===== src/rtl/dmem_port_scheduler.sv =====
// Schedules two MEM-stage slots onto one falling-edge single-port data RAM.
// Optional feature: define DMEM_READ_MERGE_EN to merge same-address read pairs.
module dmem_port_scheduler #(
  parameter int unsigned ADDR_W = 10,
  parameter int unsigned DATA_W = 32,
  parameter int unsigned CNT_W  = 16
) (
  input  logic              clk,
  input  logic              rst,
  input  logic              rd1_en,
  input  logic              wr1_en,
  input  logic [ADDR_W-1:0] addr1,
  input  logic [DATA_W-1:0] wdata1,
  input  logic              rd2_en,
  input  logic              wr2_en,
  input  logic [ADDR_W-1:0] addr2,
  input  logic [DATA_W-1:0] wdata2,
  output logic [ADDR_W-1:0] ram_addr,
  output logic [DATA_W-1:0] ram_wdata,
  output logic              ram_wren,
  input  logic [DATA_W-1:0] ram_q,
  output logic [DATA_W-1:0] rdata1,
  output logic [DATA_W-1:0] rdata2,
  output logic              mem_stall,
  output logic [CNT_W-1:0]  conflict_cnt
);

  typedef enum logic {IDLE, SECOND} state_t;

  state_t              state, state_nxt;
  logic [ADDR_W-1:0]   req2_addr;
  logic [DATA_W-1:0]   req2_wdata;
  logic                req2_wr;
  logic [DATA_W-1:0]   hold1;
  logic [ADDR_W-1:0]   last_addr;
  logic                act1, act2, merge, conflict;

  // Slot activity and conflict detection (both-active pairs split over two cycles)
  always_comb begin
    act1 = rd1_en | wr1_en;
    act2 = rd2_en | wr2_en;
`ifdef DMEM_READ_MERGE_EN
    merge = rd1_en & ~wr1_en & rd2_en & ~wr2_en & (addr1 == addr2);
`else
    merge = 1'b0;
`endif
    conflict = (state == IDLE) & act1 & act2 & ~merge;
  end

  always_ff @(posedge clk or posedge rst) begin
    if (rst) state <= IDLE;
    else     state <= state_nxt;
  end

  // Next state and RAM/pipeline drive
  always_comb begin
    state_nxt = state;
    ram_addr  = last_addr;
    ram_wdata = wdata1;
    ram_wren  = 1'b0;
    mem_stall = 1'b0;
    rdata1    = ram_q;
    rdata2    = ram_q;
    case (state)
      IDLE: begin
        if (act1) begin
          ram_addr  = addr1;
          ram_wdata = wdata1;
          ram_wren  = wr1_en;
        end else if (act2) begin
          ram_addr  = addr2;
          ram_wdata = wdata2;
          ram_wren  = wr2_en;
        end
        if (conflict) begin
          mem_stall = 1'b1;
          state_nxt = SECOND;
        end
      end
      SECOND: begin
        ram_addr  = req2_addr;
        ram_wdata = req2_wdata;
        ram_wren  = req2_wr;
        rdata1    = hold1;
        state_nxt = IDLE;
      end
      default: state_nxt = IDLE;
    endcase
    // Reset must block a pending slot-2 write immediately, not at the next edge
    if (rst) begin
      ram_wren  = 1'b0;
      mem_stall = 1'b0;
    end
  end

  // Deferred slot-2 request, slot-1 load capture, address hold and stall counter
  always_ff @(posedge clk or posedge rst) begin
    if (rst) begin
      req2_addr    <= '0;
      req2_wdata   <= '0;
      req2_wr      <= 1'b0;
      hold1        <= '0;
      last_addr    <= '0;
      conflict_cnt <= '0;
    end else begin
      last_addr <= ram_addr;
      if (conflict) begin
        hold1      <= ram_q;
        req2_addr  <= addr2;
        req2_wdata <= wdata2;
        req2_wr    <= wr2_en;
      end
      if (mem_stall && (conflict_cnt != {CNT_W{1'b1}}))
        conflict_cnt <= conflict_cnt + CNT_W'(1);
    end
  end

endmodule


===== config.mk =====
export PLATFORM = sky130hd
export DESIGN_NAME = dmem_port_scheduler
export DESIGN_NICKNAME = d
export VERILOG_FILES = /design/src/rtl/dmem_port_scheduler.sv
export SDC_FILE = /design/constraint.sdc
export NUM_CORES = 1
export LEC_CHECK = 0
export BUFFER_PORTS_ARGS = -buffer_cell sky130_fd_sc_hd__buf_4
export CAP_MARGIN = 10
export CORE_MARGIN = 3
export CORE_UTILIZATION = 27
export CTS_CLUSTER_DIAMETER = 60
export DETAILED_ROUTE_END_ITERATION = 8
export MAX_ROUTING_LAYER = met4
export PLACE_DENSITY = 0.53
export SLEW_MARGIN = 0
export SYNTH_ARGS = -nofsm -noshare
export SYNTH_HDL_FRONTEND = slang
export SYNTH_SLANG_ARGS = --single-unit

===== constraint.sdc =====
create_clock -name clk -period 2.9 [get_ports clk]
set_input_delay 0.435 -clock clk [delete_from_list [all_inputs] [get_ports clk]]
set_output_delay 0.435 -clock clk [all_outputs]
set_load 0.005 [all_outputs]

; Word-level counts from Yosys, hierarchy flattened
; Cells that the tools add are included.
[word_totals]
out_inout_bits = 124
wordCells = 30
ff_bits = 102
in_bits = 122
[op_classes]
n_eq_ne = 1
bitwise = 5
addsub = 1
reduce_logical = 1
n_mux = 15
[ops]
columns = op, n
row1 = 32-bit two-way mux, 3
row2 = 32-bit one-hot mux with 2 select lines, 1
row3 = 10-bit two-way mux, 2
row4 = 10-bit one-hot mux with 2 select lines, 1
row5 = "16-bit by 1-bit adder with 16-bit output, second input constant", 1
row6 = "16-bit != test, second input constant", 1
row7 = 1-bit two-way mux, 6
row8 = 1-bit one-hot mux with 2 select lines, 2
row9 = 1-bit bitwise AND, 2
row10 = 1-bit OR, 2
row11 = 1-bit logical AND, 1
row12 = 1-bit NOT, 1

; Longest topological paths before layout
; Gate-level depths: netlist of the first run.
[logic_depth]
depth_word = 7
depth_mapped = 6
mapped_depth_nobuf = 5

; Least setup slack after synthesis of the first run
; No wires, ideal clock.
[synth_path]
kind = input-to-output
startpoint = input port rd2_en
endpoint = output port ram_addr[0]
stages = 5
arrival_time_ps = 1303
t_required_ps = 2465
path_slack_ps = 1162
path_buffers = 1
path_cell_list = nor2_2 > buf_2 > nand2_1 > a311oi_1 > a21o_1
[synth_between]
elab_chain_cells = 4
[synth_lines]
columns = element, line_no
row1 = start: declaration, 14  ; input logic rd2_en,
row2 = 1-bit OR, 41  ; act2 = rd2_en | wr2_en;
row3 = 10-bit two-way mux, 70  ; end else if (act2) begin
row4 = 10-bit two-way mux, 66  ; if (act1) begin
row5 = 10-bit one-hot mux with 2 select lines, 64  ; case (state)
row6 = end: declaration, 18  ; output logic [ADDR_W-1:0] ram_addr,
; Every way passes these cells.

; Final worst setup path of the first run
[layout_path]
startpoint = register state
endpoint = output port ram_wdata[29]
[layout_between]
elab_chain_cells = 2
[layout_lines]
columns = element, line_no
row1 = start: declaration, 30  ; state_t state, state_nxt;
row2 = start signal: assignment, 52  ; else state <= state_nxt;
row3 = 1-bit NOT, --
row4 = 32-bit one-hot mux with 2 select lines (*), 64
row5 = end: declaration, 19  ; output logic [DATA_W-1:0] ram_wdata,
; Mark *: on every way between the ends. The rest lies on a longest branch, timed or not.

==> results of run 1 <==
-- how the worst max path moves through the flow --
stage / from / endpoint / cells after the start
after floorplan: rd2_en / ram_addr[0] / 5
after global placement: state$_DFF_PP0_ / ram_wdata[17] / 4
after detailed placement: state$_DFF_PP0_ / ram_wdata[1] / 4
after CTS: state$_DFF_PP0_ / ram_wdata[1] / 4
after global routing: state$_DFF_PP0_ / ram_wdata[17] / 4
final: state$_DFF_PP0_ / ram_wdata[29] / 4
-- registers in the layout (all words and copies together), names as in the netlist --
register / flops
conflict_cnt: 16
last_addr: 10
state: 1
req2_wr: 1
req2_wdata: 32
req2_addr: 10
hold1: 32
-- where the power goes --
part           internal, mW  switching, mW  leakage, nW
clock                 0.796          0.567        0.166
sequential             1.70          0.205         1.22
combinational         0.771          0.483         2.20
total                  3.27           1.26         3.58
-- cells in the mapped netlist (all sizes together) --
| cell | n | share of area [%] |
|---|---|---|
| nand2 | 48 | 3.2 |
| and3 | 1 | 0.11 |
| ha | 1 | 0.23 |
| dfrtp | 102 | 46 |
| nand3 | 3 | 0.27 |
| nor3 | 11 | 1.6 |
| a311oi | 10 | 1.6 |
| nor4b | 2 | 0.54 |
| o22a | 1 | 0.16 |
| mux2 | 108 | 22 |
| a221oi | 1 | 0.16 |
| mux2i | 32 | 5.8 |
| buf | 53 | 7.0 |
| inv | 3 | 0.20 |
| clkbuf | 9 | 0.61 |
| o21ai | 45 | 4.1 |
| nor2 | 17 | 1.3 |
| nand4 | 6 | 0.79 |
| nor3b | 2 | 0.36 |
| a21o | 10 | 1.4 |
| xor2 | 13 | 2.0 |
| and4bb | 1 | 0.23 |
| nand2b | 1 | 0.11 |
| and4 | 3 | 0.47 |
-- layer usage --
metal  GRT usage (%)  vias to the layer above  wire [µm]
met4           3.707                        0        198
met3           4.270                       13       1193
met1           15.62                     2039       6151
met2           22.92                      164       7499
met5               -                        -          0
li1                -                     2097          -
-- area by class of cell --
cell class / count / area, µm² / area share (%)
clock inverter: 6 / 97.59 / 1.258
clock buffer: 10 / 239.0 / 3.081
sequential: 102 / 2556 / 32.95
inverter: 3 / 15.01 / 0.1935
multi-input combinational: 316 / 2574 / 33.18
tap: 265 / 331.6 / 4.274
timing repair buffer: 254 / 1944 / 25.06
-- worst reg2reg max path, cell delays in order (launching register included) --
cell	delay [ns]
dfrtp_4	0.77
nor3_4	0.32
buf_4	0.48
mux2_2	0.42
-- per-stage QoR --
stage	hold slack, ns	worst slack (ns)	utilization (%)
2_1_floorplan	0.4522	1.162	-
3_3_place_gp	0.4639	0.7785	37.39
3_5_place_dp	0.4739	0.7328	37.39
4_1_cts	0.3009	0.3478	39.09
5_1_grt	0.3046	0.2163	39.09
6_report	0.2776	0.4110	39.09
-- kinds of logic after synthesis --
group,after synthesis,share of synthesized area (%)
buf+inv,65,7.791
simple gates,95,8.984
flops,102,45.94
mux,140,27.72
xor+xnor,13,2.049
fa+ha+maj,1,0.2251
compound gates,67,7.295
==> flow_results.xml, run 1 <==
<?xml version="1.0" encoding="UTF-8"?>
<metrics>
  <group name="die">
    <metric name="die_y" unit="µm">149.5</metric>
    <metric name="dieWidth" unit="µm">149.5</metric>
    <metric name="io_pins" unit="">246</metric>
    <metric name="fp.dieArea" unit="mm²">0.02234</metric>
    <metric name="number_of_rows_in_the_core_area" unit="">51</metric>
    <metric name="start_util" unit="%">28.00</metric>
    <metric name="core_region_area" unit="mm²">0.01985</metric>
  </group>
  <group name="timing">
    <metric name="slew_headroom" unit="%">40.73</metric>
    <metric name="worst_pin_slew" unit="ns">0.8872</metric>
    <metric name="maxSlewViolCount" unit="">0</metric>
    <metric name="maxClockFrequency" unit="GHz">0.4018</metric>
    <metric name="final_period_util" unit="%">85.83</metric>
    <metric name="hold_viol_final" unit="">0</metric>
    <metric name="fin_crit" unit="ns">2.489</metric>
    <metric name="finalClockSkew" unit="ns">0.009599</metric>
    <metric name="final_setup_violation_count" unit="">0</metric>
    <metric name="final.setup.tns" unit="ns">0</metric>
    <metric name="grt_setup_unrepaired" unit="">no</metric>
  </group>
  <group name="worst_setup_path">
    <metric name="cp_slowest_stage_delay" unit="ns">0.95</metric>
    <metric name="crit_path_max_fanout" unit="">62</metric>
    <metric name="timing.setup.critical_path_class" unit="">reg2out</metric>
    <metric name="crit-reg2reg-capture" unit="">hold1[0]$_DFFE_PP0N_</metric>
    <metric name="timing.reg2reg.setup_slack" unit="ns">0.79</metric>
    <metric name="critical_path.slowest_cell" unit="">dfrtp_4</metric>
    <metric name="cp_data_required_time" unit="ns">2.47</metric>
    <metric name="timing.critical_path.arrival" unit="ns">2.05</metric>
    <metric name="crit_family" unit="">flip-flops</metric>
    <metric name="critical_path_buf_inv_count" unit="">2</metric>
    <metric name="worst_r2r_path_depth" unit="">3</metric>
    <metric name="critical_path.reg2reg.startpoint" unit="">state$_DFF_PP0_</metric>
    <metric name="path_cells" unit="">buf_4, nand2_1, o21ai_0, buf_4</metric>
    <metric name="worstSetupStartpointType" unit="">register</metric>
    <metric name="critical_path_sink_type" unit="">output pin</metric>
    <metric name="cp_common_cell" unit="">buf_4</metric>
  </group>
  <group name="clock_network">
    <metric name="htree_levels" unit="">3</metric>
    <metric name="insertion_delay" unit="ns">0.35</metric>
    <metric name="cts-hold-fix-buffers" unit="">0</metric>
    <metric name="clock_sink_count" unit="">102</metric>
    <metric name="clk_pin_slew_worst_paths" unit="ns">0.08</metric>
    <metric name="tritoncts" unit="">done</metric>
    <metric name="cts_setup_buffers" unit="">0</metric>
    <metric name="ctsLongestPathBuffers" unit="">2</metric>
    <metric name="cts-buffers-inserted" unit="">9</metric>
    <metric name="post_cts.resized_instances" unit="">0</metric>
    <metric name="cts_root_buffer" unit="">clkbuf_16</metric>
  </group>
  <group name="global_route">
    <metric name="grt_pass1_vias" unit="">4611</metric>
    <metric name="grt_max_degree" unit="">63</metric>
    <metric name="globalRouteOverflowTotal" unit="">0</metric>
    <metric name="grt_first_pass_wirelength" unit="µm">23580</metric>
    <metric name="initial_antenna_violation_count" unit="">0</metric>
    <metric name="global_route.usage.total" unit="%">13.56</metric>
  </group>
  <group name="cells_and_area">
    <metric name="final_common_cell" unit="">buf_4</metric>
    <metric name="area.growth.synth_to_final" unit="%">39.61</metric>
    <metric name="postLayoutCellArea" unit="mm²">0.007757</metric>
    <metric name="most_frequent_cells_in_the_layout" unit="">buf_4, dfrtp_1, mux2_2</metric>
    <metric name="stdcell_count" unit="">956</metric>
    <metric name="final_net_count" unit="">809</metric>
    <metric name="fraction_of_layout_cells_with_a_size_suffix_above_1" unit="%">54.70</metric>
    <metric name="antenna_cells_inserted" unit="">0</metric>
    <metric name="final.fill_count" unit="">1939</metric>
  </group>
  <group name="detailed_routing">
    <metric name="routed_wire_length_per_instance" unit="µm">15.74</metric>
    <metric name="drt_iter0_drc" unit="">174</metric>
    <metric name="viasPerCell" unit="">4.512</metric>
    <metric name="route.antenna.remaining_nets" unit="">0</metric>
    <metric name="post-route-drc-count" unit="">0</metric>
    <metric name="dr_total_vias" unit="">4313</metric>
    <metric name="drt_wl_total" unit="µm">15040</metric>
    <metric name="detail_route.first_pass.iterations" unit="">4</metric>
  </group>
  <group name="synthesis">
    <metric name="synth-seq-area-share" unit="%">45.94</metric>
    <metric name="synth.lib_cells_used.distinct" unit="">34</metric>
    <metric name="synth_cells" unit="">483</metric>
    <metric name="post_synth_instance_area" unit="mm²">0.005557</metric>
    <metric name="syn_nets" unit="">606</metric>
    <metric name="yosys_warnings" unit="">0</metric>
    <metric name="ys_seq_elements" unit="">102</metric>
    <metric name="syn_avg_cell_area" unit="µm²">11.50</metric>
  </group>
  <group name="placed_design">
    <metric name="count_of_input_and_output_buffers" unit="">245</metric>
    <metric name="placedCellCount" unit="">940</metric>
    <metric name="finalWeightedCongestion" unit="">0.7250</metric>
    <metric name="dpl_cell_area" unit="mm²">0.007421</metric>
    <metric name="detailed_place_hpwl" unit="µm">11360</metric>
  </group>
  <group name="power">
    <metric name="power.density" unit="mW/mm²">583.2</metric>
    <metric name="power.static_leakage" unit="nW">3.578</metric>
    <metric name="power" unit="mW">4.524</metric>
    <metric name="ir_drop" unit="mV">0.3238</metric>
  </group>
  <group name="job">
    <metric name="max-cap-violations" unit="">0</metric>
  </group>
  <group name="status">
    <metric name="outcome" unit="">completed</metric>
  </group>
  <group name="min_path">
    <metric name="hold_path_class" unit="">in2async</metric>
  </group>
</metrics>
(Power assumes the default switching activity.)
==> run 2: changes to the inputs <==
--- a/config.mk
+++ b/config.mk
@@ -7,7 +7,7 @@
 export LEC_CHECK = 0
 export BUFFER_PORTS_ARGS = -buffer_cell sky130_fd_sc_hd__buf_4
 export CAP_MARGIN = 10
-export CORE_MARGIN = 3
+export CORE_MARGIN = 2
 export CORE_UTILIZATION = 27
 export CTS_CLUSTER_DIAMETER = 60
 export DETAILED_ROUTE_END_ITERATION = 8
==> constraint.sdc (replaced) <==
create_clock -name clk -period 2.9 [get_ports clk]
set_input_delay 0.725 -clock clk [delete_from_list [all_inputs] [get_ports clk]]
set_output_delay 0.725 -clock clk [all_outputs]
set_load 0.005 [all_outputs]
==> run 2 against run 1 <==
  * Final area about the same
  * Clock skew is 0.0030 ns lower
  * Combinational power is essentially flat
  * Global-route usage increased by 0.27 points
  * Register-to-register slack worse by 0.04 ns
  * Sequential share of layout area barely moved
  * Final cell count grew 1.0%
  * Critical path depth shrank 1
  * First-iteration DRC count decreased by 50%
  * Routed wire length is 1.9% lower
  * Sequential cell count did not move
  * Critical path type unchanged
  * Highest routed layer unchanged
==> flow_results.xml, run 2 (synthesized netlist as in run 1, its figures left out) <==
<?xml version="1.0" encoding="UTF-8"?>
<metrics>
  <group name="cells_and_area">
    <metric name="area.growth.synth_to_final" unit="%">39.74</metric>
    <metric name="antenna_cells_inserted" unit="">0</metric>
    <metric name="final_net_count" unit="">815</metric>
    <metric name="postLayoutCellArea" unit="mm²">0.007765</metric>
    <metric name="fraction_of_layout_cells_with_a_size_suffix_above_1" unit="%">54.74</metric>
    <metric name="reg.largest.list" unit="">hold1 (32), req2_wdata (32), conflict_cnt (16)</metric>
    <metric name="final_common_cell" unit="">buf_4</metric>
    <metric name="stdcell_count" unit="">966</metric>
    <metric name="most_frequent_cells_in_the_layout" unit="">buf_4, dfrtp_1, mux2_2</metric>
  </group>
  <group name="timing">
    <metric name="finalClockSkew" unit="ns">0.006598</metric>
    <metric name="fin_crit" unit="ns">2.753</metric>
    <metric name="timing.hold.ws" unit="ns">0.4856</metric>
    <metric name="maxClockFrequency" unit="GHz">0.3632</metric>
    <metric name="maxSlewViolCount" unit="">0</metric>
    <metric name="slew_headroom" unit="%">53.75</metric>
    <metric name="grt_setup_unrepaired" unit="">no</metric>
    <metric name="final_period_util" unit="%">94.93</metric>
    <metric name="final.setup.tns" unit="ns">0</metric>
    <metric name="worst_pin_slew" unit="ns">0.6923</metric>
    <metric name="hold_viol_final" unit="">0</metric>
    <metric name="final_setup_violation_count" unit="">0</metric>
  </group>
  <group name="clock_network">
    <metric name="cts-hold-fix-buffers" unit="">0</metric>
    <metric name="cts-buffers-inserted" unit="">9</metric>
    <metric name="post_cts.resized_instances" unit="">0</metric>
    <metric name="clk_pin_slew_worst_paths" unit="ns">0.07</metric>
    <metric name="clock_sink_count" unit="">102</metric>
    <metric name="cts_setup_buffers" unit="">0</metric>
    <metric name="htree_levels" unit="">3</metric>
    <metric name="tritoncts" unit="">done</metric>
    <metric name="insertion_delay" unit="ns">0.34</metric>
    <metric name="ctsLongestPathBuffers" unit="">2</metric>
    <metric name="cts_root_buffer" unit="">clkbuf_16</metric>
  </group>
  <group name="worst_setup_path">
    <metric name="crit_path_max_fanout" unit="">52</metric>
    <metric name="timing.setup.critical_path_class" unit="">reg2out</metric>
    <metric name="path_cells" unit="">buf_4, mux2_2, buf_4</metric>
    <metric name="cp_data_required_time" unit="ns">2.17</metric>
    <metric name="critical_path.reg2reg.startpoint" unit="">state$_DFF_PP0_</metric>
    <metric name="timing.reg2reg.setup_slack" unit="ns">0.75</metric>
    <metric name="critical_path_sink_type" unit="">output pin</metric>
    <metric name="worstSetupStartpointType" unit="">register</metric>
    <metric name="critical_path.slowest_cell" unit="">dfrtp_4</metric>
    <metric name="crit-reg2reg-capture" unit="">req2_wdata[11]$_DFFE_PP0N_</metric>
    <metric name="timing.critical_path.arrival" unit="ns">2.03</metric>
    <metric name="worst_r2r_path_depth" unit="">4</metric>
    <metric name="cp_common_cell" unit="">buf_4</metric>
    <metric name="cp_slowest_stage_delay" unit="ns">0.82</metric>
  </group>
  <group name="die">
    <metric name="core_region_area" unit="mm²">0.02023</metric>
    <metric name="number_of_rows_in_the_core_area" unit="">52</metric>
    <metric name="io_pins" unit="">246</metric>
    <metric name="fp.dieArea" unit="mm²">0.02174</metric>
    <metric name="dieWidth" unit="µm">147.5</metric>
    <metric name="start_util" unit="%">27.46</metric>
    <metric name="die_y" unit="µm">147.5</metric>
  </group>
  <group name="detailed_routing">
    <metric name="dr_total_vias" unit="">4298</metric>
    <metric name="drt_wl_total" unit="µm">14760</metric>
    <metric name="detail_route.first_pass.iterations" unit="">6</metric>
    <metric name="route.antenna.remaining_nets" unit="">0</metric>
    <metric name="routed_wire_length_per_instance" unit="µm">15.27</metric>
    <metric name="post-route-drc-count" unit="">0</metric>
    <metric name="drt_iter0_drc" unit="">87</metric>
    <metric name="viasPerCell" unit="">4.449</metric>
  </group>
  <group name="global_route">
    <metric name="grt_pass1_vias" unit="">4505</metric>
    <metric name="initial_antenna_violation_count" unit="">0</metric>
    <metric name="global_route.usage.total" unit="%">13.83</metric>
    <metric name="globalRouteOverflowTotal" unit="">0</metric>
    <metric name="grt_max_degree" unit="">53</metric>
    <metric name="grt_first_pass_wirelength" unit="µm">23340</metric>
  </group>
  <group name="job">
    <metric name="max-cap-violations" unit="">0</metric>
  </group>
  <group name="min_path">
    <metric name="hold_path_class" unit="">in2async</metric>
  </group>
  <group name="power">
    <metric name="power.density" unit="mW/mm²">554.8</metric>
    <metric name="power.static_leakage" unit="nW">3.578</metric>
    <metric name="ir_drop" unit="mV">0.2990</metric>
  </group>
  <group name="status">
    <metric name="outcome" unit="">completed</metric>
  </group>
  <group name="placed_design">
    <metric name="finalWeightedCongestion" unit="">0.7859</metric>
    <metric name="dpl_cell_area" unit="mm²">0.007497</metric>
    <metric name="placedCellCount" unit="">951</metric>
    <metric name="detailed_place_hpwl" unit="µm">11100</metric>
    <metric name="count_of_input_and_output_buffers" unit="">245</metric>
  </group>
</metrics>
run 2: changes by cell type in the layout (fill, tap and decap cells not counted), sizes merged:
cell	change
buf	+6
inv	-4
bufinv	-2
clkbuf	+2
clkinv	+2
clkinvlp	+1
run 2: where the power goes:
part | internal [mW] | switching (mW) | total (mW)
clock | 0.602 | 0.525 | 1.13
combinational | 0.786 | 0.485 | 1.27
sequential | 1.70 | 0.206 | 1.91
total | 3.09 | 1.22 | 4.31
run 2: critical path, delay by kind of cell, from the launching register on:
kind / cells / cell delay (ns)
flip-flops: 1 / 0.82
multiplexers: 1 / 0.37
buffers and inverters: 2 / 0.49
run 2: layer usage:
layer,global-route usage (%),routed length [µm]
met3,3.148,884
met2,22.66,7185
met1,17.13,6516
met5,-,0
met4,4.183,167
run 2: stage by stage:
step	total power, mW	setup slack (ns)	util [%]
detailed placement	3.233	0.1877	37.05
global route	4.592	0.01336	38.38
CTS	4.396	0.1101	38.38
floorplan	2.561	0.5824	-
global placement	3.197	0.2534	37.05
finish	4.308	0.1469	38.38
run 2: cell type report:
type	count	area, µm²
fillers	1981	12470
multi-input cells	316	2574
flip-flops and latches	102	2556
repair buffers	260	2014
well taps	270	337.8
clock buffers	12	246.5
clock inverters	3	21.27
inverters	3	15.01
run 2: worst max-delay path by stage:
stage,cells after the start,startpoint,endpoint
2_1_floorplan,5,rd2_en,ram_addr[0]
3_3_place_gp,7,rd2_en,ram_addr[0]
3_5_place_dp,7,rd2_en,ram_addr[9]
4_1_cts,3,state$_DFF_PP0_,rdata1[0]
5_1_grt,3,state$_DFF_PP0_,rdata1[31]
6_report,3,state$_DFF_PP0_,rdata1[0]
